File: config.mk
export PLATFORM = sky130hd
export DESIGN_NAME = seg7_scan_ctrl
export DESIGN_NICKNAME = d
export VERILOG_FILES = /design/src/rtl/seg7_scan_ctrl.sv
export SDC_FILE = /design/constraint.sdc
export NUM_CORES = 1
export LEC_CHECK = 0
export BUFFER_PORTS_ARGS = -buffer_cell sky130_fd_sc_hd__buf_2
export CAP_MARGIN = 40
export CORE_MARGIN = 5
export CORE_UTILIZATION = 40
export DETAILED_ROUTE_END_ITERATION = 8
export GPL_ROUTABILITY_DRIVEN = 0
export PLACE_DENSITY_LB_ADDON = 0.08
export SYNTH_ARGS = -nofsm -noshare
export SYNTH_HDL_FRONTEND = slang
export SYNTH_SLANG_ARGS = --single-unit
File: constraint.sdc
create_clock -name clk -period 2.91 [get_ports clk]
set_input_delay 0.1455 -clock clk [delete_from_list [all_inputs] [get_ports clk]]
set_output_delay 0.1455 -clock clk [all_outputs]
set_load 0.01 [all_outputs]
File: src/rtl/seg7_scan_ctrl.sv
// rtl/seg7_scan_ctrl.sv - multiplexed 7-segment scan controller with tear-free shadow value
// Outputs are registered from next-state values so they line up with the current slot counter.
module seg7_scan_ctrl #(
  parameter int NUM_DIGITS = 4,
  parameter int DIV        = 50000,
  parameter int GUARD      = 2
) (
  input  logic                    clk,
  input  logic                    reset_n,
  input  logic [4*NUM_DIGITS-1:0] value,
  input  logic                    value_valid,
  output logic                    value_ready,
  input  logic                    blank_lz,
  output logic [3:0]              num,
  output logic                    blank,
  output logic [NUM_DIGITS-1:0]   digit_en,
  output logic                    frame_done
);

  localparam int CW = (DIV > 1) ? $clog2(DIV) : 1;
  localparam int IW = (NUM_DIGITS > 1) ? $clog2(NUM_DIGITS) : 1;
  localparam logic [CW-1:0] CNT_MAX = CW'(DIV - 1);
  localparam logic [IW-1:0] IDX_MAX = IW'(NUM_DIGITS - 1);

  logic [CW-1:0]             cnt, cnt_nx;
  logic [IW-1:0]             idx, idx_nx;
  logic [4*NUM_DIGITS-1:0]   shadow, shadow_nx, pending;
  logic                      pending_full, pend_full_nx;
  logic                      slot_end, boundary, xfer;
  logic [NUM_DIGITS-1:0]     lz;
  logic [3:0]                nib_nx;
  logic                      guard_nx, suppress_nx;
  logic [NUM_DIGITS-1:0]     en_nx;

  always_comb begin
    slot_end = (cnt == CNT_MAX);
    boundary = slot_end && (idx == IDX_MAX);
    xfer     = value_valid && value_ready;

    cnt_nx = slot_end ? '0 : cnt + 1'b1;
    idx_nx = idx;
    if (slot_end) idx_nx = (idx == IDX_MAX) ? '0 : idx + 1'b1;

    shadow_nx = (boundary && pending_full) ? pending : shadow;

    // A transfer on the boundary edge refills pending after its old content moves out.
    pend_full_nx = pending_full;
    if (boundary) pend_full_nx = 1'b0;
    if (xfer)     pend_full_nx = 1'b1;

    // lz[i]: every digit from the top down to i is zero.
    lz = '0;
    lz[NUM_DIGITS-1] = (shadow_nx[4*NUM_DIGITS-1 -: 4] == 4'd0);
    for (int i = NUM_DIGITS - 2; i >= 0; i--) begin
      lz[i] = lz[i+1] && (shadow_nx[4*i +: 4] == 4'd0);
    end

    nib_nx      = shadow_nx[{idx_nx, 2'b00} +: 4];
    guard_nx    = (cnt_nx < CW'(GUARD));
    suppress_nx = blank_lz && (idx_nx != '0) && lz[idx_nx];
    en_nx       = guard_nx ? '0 : (NUM_DIGITS'(1) << idx_nx);
  end

  always_ff @(posedge clk or negedge reset_n) begin
    if (!reset_n) begin
      cnt          <= '0;
      idx          <= '0;
      shadow       <= '0;
      pending      <= '0;
      pending_full <= 1'b0;
      value_ready  <= 1'b1;
      num          <= 4'd0;
      blank        <= 1'b1;
      digit_en     <= '0;
      frame_done   <= 1'b0;
    end else begin
      cnt          <= cnt_nx;
      idx          <= idx_nx;
      shadow       <= shadow_nx;
      if (xfer) pending <= value;
      pending_full <= pend_full_nx;
      value_ready  <= !pend_full_nx;
      num          <= nib_nx;
      blank        <= guard_nx || suppress_nx;
      digit_en     <= en_nx;
      frame_done   <= boundary;
    end
  end

endmodule
# == Yosys cells after proc, flatten, opt, wreduce, memory -nomap -nowiden ==
# Index checks and enable logic that the tools add are counted.
# totals
register_bits,62
input_bits,20
# op_classes
n_addsub,2
magnitude_cmp,2
n_eq_ne,2
n_shift,2
n_mux,9
reduce_logical,15
# op_table
operator,n
16-bit two-way mux,2
16-bit by 1-bit adder with 16-bit output (second input constant),1
16-bit equality test (second input constant),1
4-bit zero test,4
16-bit by 2-bit < comparator with 1-bit output (second input constant),1
16-bit by 5-bit indexed part select with 4-bit output,1
1-bit logical AND,8
2-bit two-way mux,2
4-bit two-way mux,1
1-bit by 2-bit << shifter with 4-bit output (first input constant),1
2-bit by 3-bit < comparator with 1-bit output (second input constant),1
1-bit two-way mux,3
2-bit by 1-bit adder with 2-bit output (second input constant),1
1-bit binary-select mux with 2-bit select,1
2-bit equality test (second input constant),1
2-bit nonzero test,1
1-bit zero test,1
1-bit logical OR,1

# == Longest topological paths before layout ==
# logic_depth
ltp_word,12
ltp_mapped,9

# == Least setup slack after synthesis ==
# No wires, ideal clock.
# synth_timing
kind,register to register
start,register cnt[0]
end,register num[0]
arrival_time_ns,1.900
required_time_ns,2.776
slack_ns,0.876
stages_incl_launch_ff,9
n_path_buf,1
synth_period_minus_slack_ns,2.034
path_cell_list,dfrtp_1 -> ha_1 -> and3_1 -> nand4_1 -> nor2_1 -> buf_4 -> mux2_2 -> mux2i_1 -> mux2i_1
# synth_between
elab_chain_cells,5
# synth_rtl
element,line_no,rtl
from (decl),25,"logic [CW-1:0] cnt, cnt_nx;"
from (signal assigned),77,cnt <= cnt_nx;
16-bit equality test,36,slot_end = (cnt == CNT_MAX);
1-bit logical AND,37,boundary = slot_end && (idx == IDX_MAX);
1-bit logical AND,44,shadow_nx = (boundary && pending_full) ? pending : shadow;
16-bit two-way mux,44,
named net shadow_nx[0],27,"logic [4*NUM_DIGITS-1:0] shadow, shadow_nx, pending;"
16-bit by 5-bit indexed part select with 4-bit output,58,"nib_nx = shadow_nx[{idx_nx, 2'b00} +: 4];"
named net nib_nx[0],31,logic [3:0] nib_nx;
to (signal assigned),83,num <= nib_nx;
to (decl),14,"output logic [3:0] num,"
# The timed path passes the listed nets, and every way through them passes these cells.
# A chain may end at the register's enable or synchronous reset.

# == Worst setup path after layout ==
# Ends and elaborated chain as after synthesis.

==> results.toml <==
[status]
outcome = "complete, no violations"

[routing]
vias = 1891
finalWirelength_um = 5780
wl_per_cell_um = 15.5
drtAntennaViolNets = 0
route.detailed.drc = 0
viasPerCell = 5.06
dr.first_iter.drc_count = 66
drtPass1Iterations = 4

[yosys]
ys_types = 42
synth_top_cell_area_share_pct = 52.2
yosysSeqAreaShare_pct = 54.0
synthCells = 233
ys_warn_count = 0
ys_top_cells_by_area = "dfrtp_1 (52%), mux2_2 (13%), mux2i_1 (5.6%)"
synth_edf_count = 0
yosys.area.top_type = "dfrtp_1"
synthesis.nets = 255
syn_area_um2 = 2880
syn_avg_cell_area_um2 = 12.4
async_flop_share_pct = 100
ys.flop_type = "dfrtp_1"
synth-seq-cells = 62

[sta]
final.setup.worst_slack_ps = 459
hold_violations = 0
rsz0062_at_grt = "no"
drv_slew = 0
max_slew_margin_pct = 52.0
setup_tns_ps = 0
tightest_slew_ps = 718
clock_skew_ps = 10.7
max_freq_mhz = 408
final-setup-viol-count = 0
fin_hold_ws_ps = 24.7
post-route-period-util_pct = 84.2
period_minus_slack_ps = 2450

[setup_path]
cp.arrival_ps = 2660
r2r-start = "cnt[0]"
r2r_slack_ps = 460
reg2reg_depth = 8
path_class = "reg -> reg"
r2r_end = "num[0]"
cp-start-kind = "flip-flop"
endpoint_kind = "flip-flop"
path_max_fanout = 20
critPathRequiredTime_ps = 3120

[min_path]
min_path_type = "in -> reg"
whs_path_depth = 2
hold_path.startpoint = "value[14]"
holdPathEnd = "pending[14]"

[placed_design]
place_area_um2 = 3130
dp_slack_ps = 450
portBuffers = 30
dp_hpwl_um = 4240
place_inst = 357

[clocking]
path_clk_slew_ps = 80
cts_num_sinks = 62
cts_tree = "done"
cts_resized = 0
insertion_delay_ps = 340
cts_htree_levels = 3
numCtsBuffers = 9
cts-root-buf = "clkbuf_8"
clockBufferDepth = 2

[layout]
diodes = 0
fin_cells = 374
num-nets-final = 292
final_cell_area_um2 = 3340
drive_above_1_share_pct = 34.2
fillers = 702
syn2layout_area_growth_pct = 16.0

[power]
power_leakage_nw = 1.63
power_density_nw_per_um2 = 500
vdd_drop_max_uv = 328

[floorplanning]
rows = 31
start_util_pct = 40.3
die_w_um = 94.8
dieArea_um2 = 8990
die_y_um = 94.8
ioPinCount = 31
core_um2 = 7140

[grt]
groute.usage.overall_pct = 14.6
grt_pass1_wl_um = 9890
grt_max_degree = 28
grt.overflow.total = 0
grt_pass1_vias = 2025
antenna_found_initial = 0

[flow_run]
maxCapViolCount = 0
-- Yosys cell counts (2+ instances only) --
cell type  instances
nand2_1           17
inv_1              5
mux2_2            32
nor2_1            12
mux2i_1           16
nor4_1             9
nor3_1             9
nand4_1            6
buf_4              4
a31oi_1            2
buf_2              4
and3_1             2
nand3_1            8
dfrtp_1           60
xor2_1             5
xnor2_1            8
o21a_1             2
nor2b_1            2
o21ai_0            3
dfstp_2            2
a21oi_1            3
ha_1               2
-- sequential cells by signal, summed over array words and instances (netlist names) --
name,count
blank,1
cnt,16
digit_en,4
frame_done,1
idx,2
num,4
pending,16
pending_full,1
shadow,16
value_ready,1
-- layer usage --
metal  up-vias  global-route usage [%]  wire, um
met2        38                    24.2      2940
met4         0                    4.45        63
li1        916                       -         -
met3         6                    5.10       210
met1       931                    17.7      2570
met5         -                       0         0
-- through the flow --
| stage | power, mW | util [%] |
|---|---|---|
| 3_5_place_dp | 0.910 | 43.8 |
| 2_1_floorplan | 0.878 | - |
| 5_1_grt | 1.73 | 46.8 |
| 6_report | 1.67 | 46.8 |
| 4_1_cts | 1.70 | 46.8 |
| 3_3_place_gp | 0.911 | 43.8 |
-- cells in the final DEF, fill, tap and decap left out, types with 2 or more instances in the layout --
master	netlist	final
a21oi_1	3	3
a31oi_1	2	2
and3_1	2	2
buf_2	4	30
buf_4	4	5
clkbuf_8	0	9
clkinvlp_4	0	2
dfrtp_1	60	60
dfstp_2	2	2
ha_1	2	2
inv_1	5	5
inv_6	0	3
mux2_2	32	32
mux2i_1	16	16
nand2_1	17	17
nand3_1	8	8
nand4_1	6	6
nor2_1	12	12
nor2b_1	2	2
nor3_1	9	9
nor4_1	9	9
o21a_1	2	2
o21ai_0	3	3
xnor2_1	8	8
xor2_1	5	5
-- worst max-delay path, cell delays in order, from the launching register on --
cell     delay (ps)
dfrtp_1         410
ha_1            300
and3_1          220
nand4_1         270
nor2_1          170
buf_4           290
mux2_2          400
mux2i_1         170
mux2i_1         100
-- worst max path at each step --
stage,startpoint,end,depth (start not counted)
finish,cnt[0],num[0],8
CTS,cnt[0],num[0],8
global placement,cnt[0],num[0],8
floorplan,cnt[0],num[0],8
detailed placement,cnt[0],num[0],8
global route,cnt[0],num[0],8
-- logic make-up (layout without fill, tap and decap cells) --
| group | count (synthesis) | in the layout | share of synthesized area [%] |
|---|---|---|---|
| and+or+nand+nor | 75 | 75 | 14.9 |
| AOI/OAI and AO/OA | 16 | 16 | 4.43 |
| xor gates and xnor gates | 13 | 13 | 3.95 |
| muxes | 49 | 49 | 18.9 |
| DFF | 62 | 62 | 54.0 |
| adders and majority gates | 2 | 2 | 0.869 |
| buffers and inverters | 16 | 58 | 3.04 |
-- where the power goes --
part	leakage [nW]	switching [mW]	total, mW	internal (mW)
Clock	0.0968	0.373	0.778	0.405
Combinational	0.699	0.0199	0.0315	0.0116
Sequential	0.834	0	0.861	0.861
Total	1.63	0.393	1.67	1.28
-- timing repair --
action | 4_1_cts | 5_1_grt
hold buffers | 1 | 0
buffers inserted | 0 | 0
endpoints found under the hold margin | 25 | 0
-- final cells by class --
cell class                 count  area, um2  area share (%)
sequential                    62       1550            46.5
tap                           99        124            3.71
clock inverter                 7       80.1            2.40
timing repair buffer          36        198            5.92
multi-input combinational    155       1240            37.1
clock buffer                   9        124            3.71
inverter                       6       22.5           0.674
Note: power is estimated with default switching activity, not from simulation.
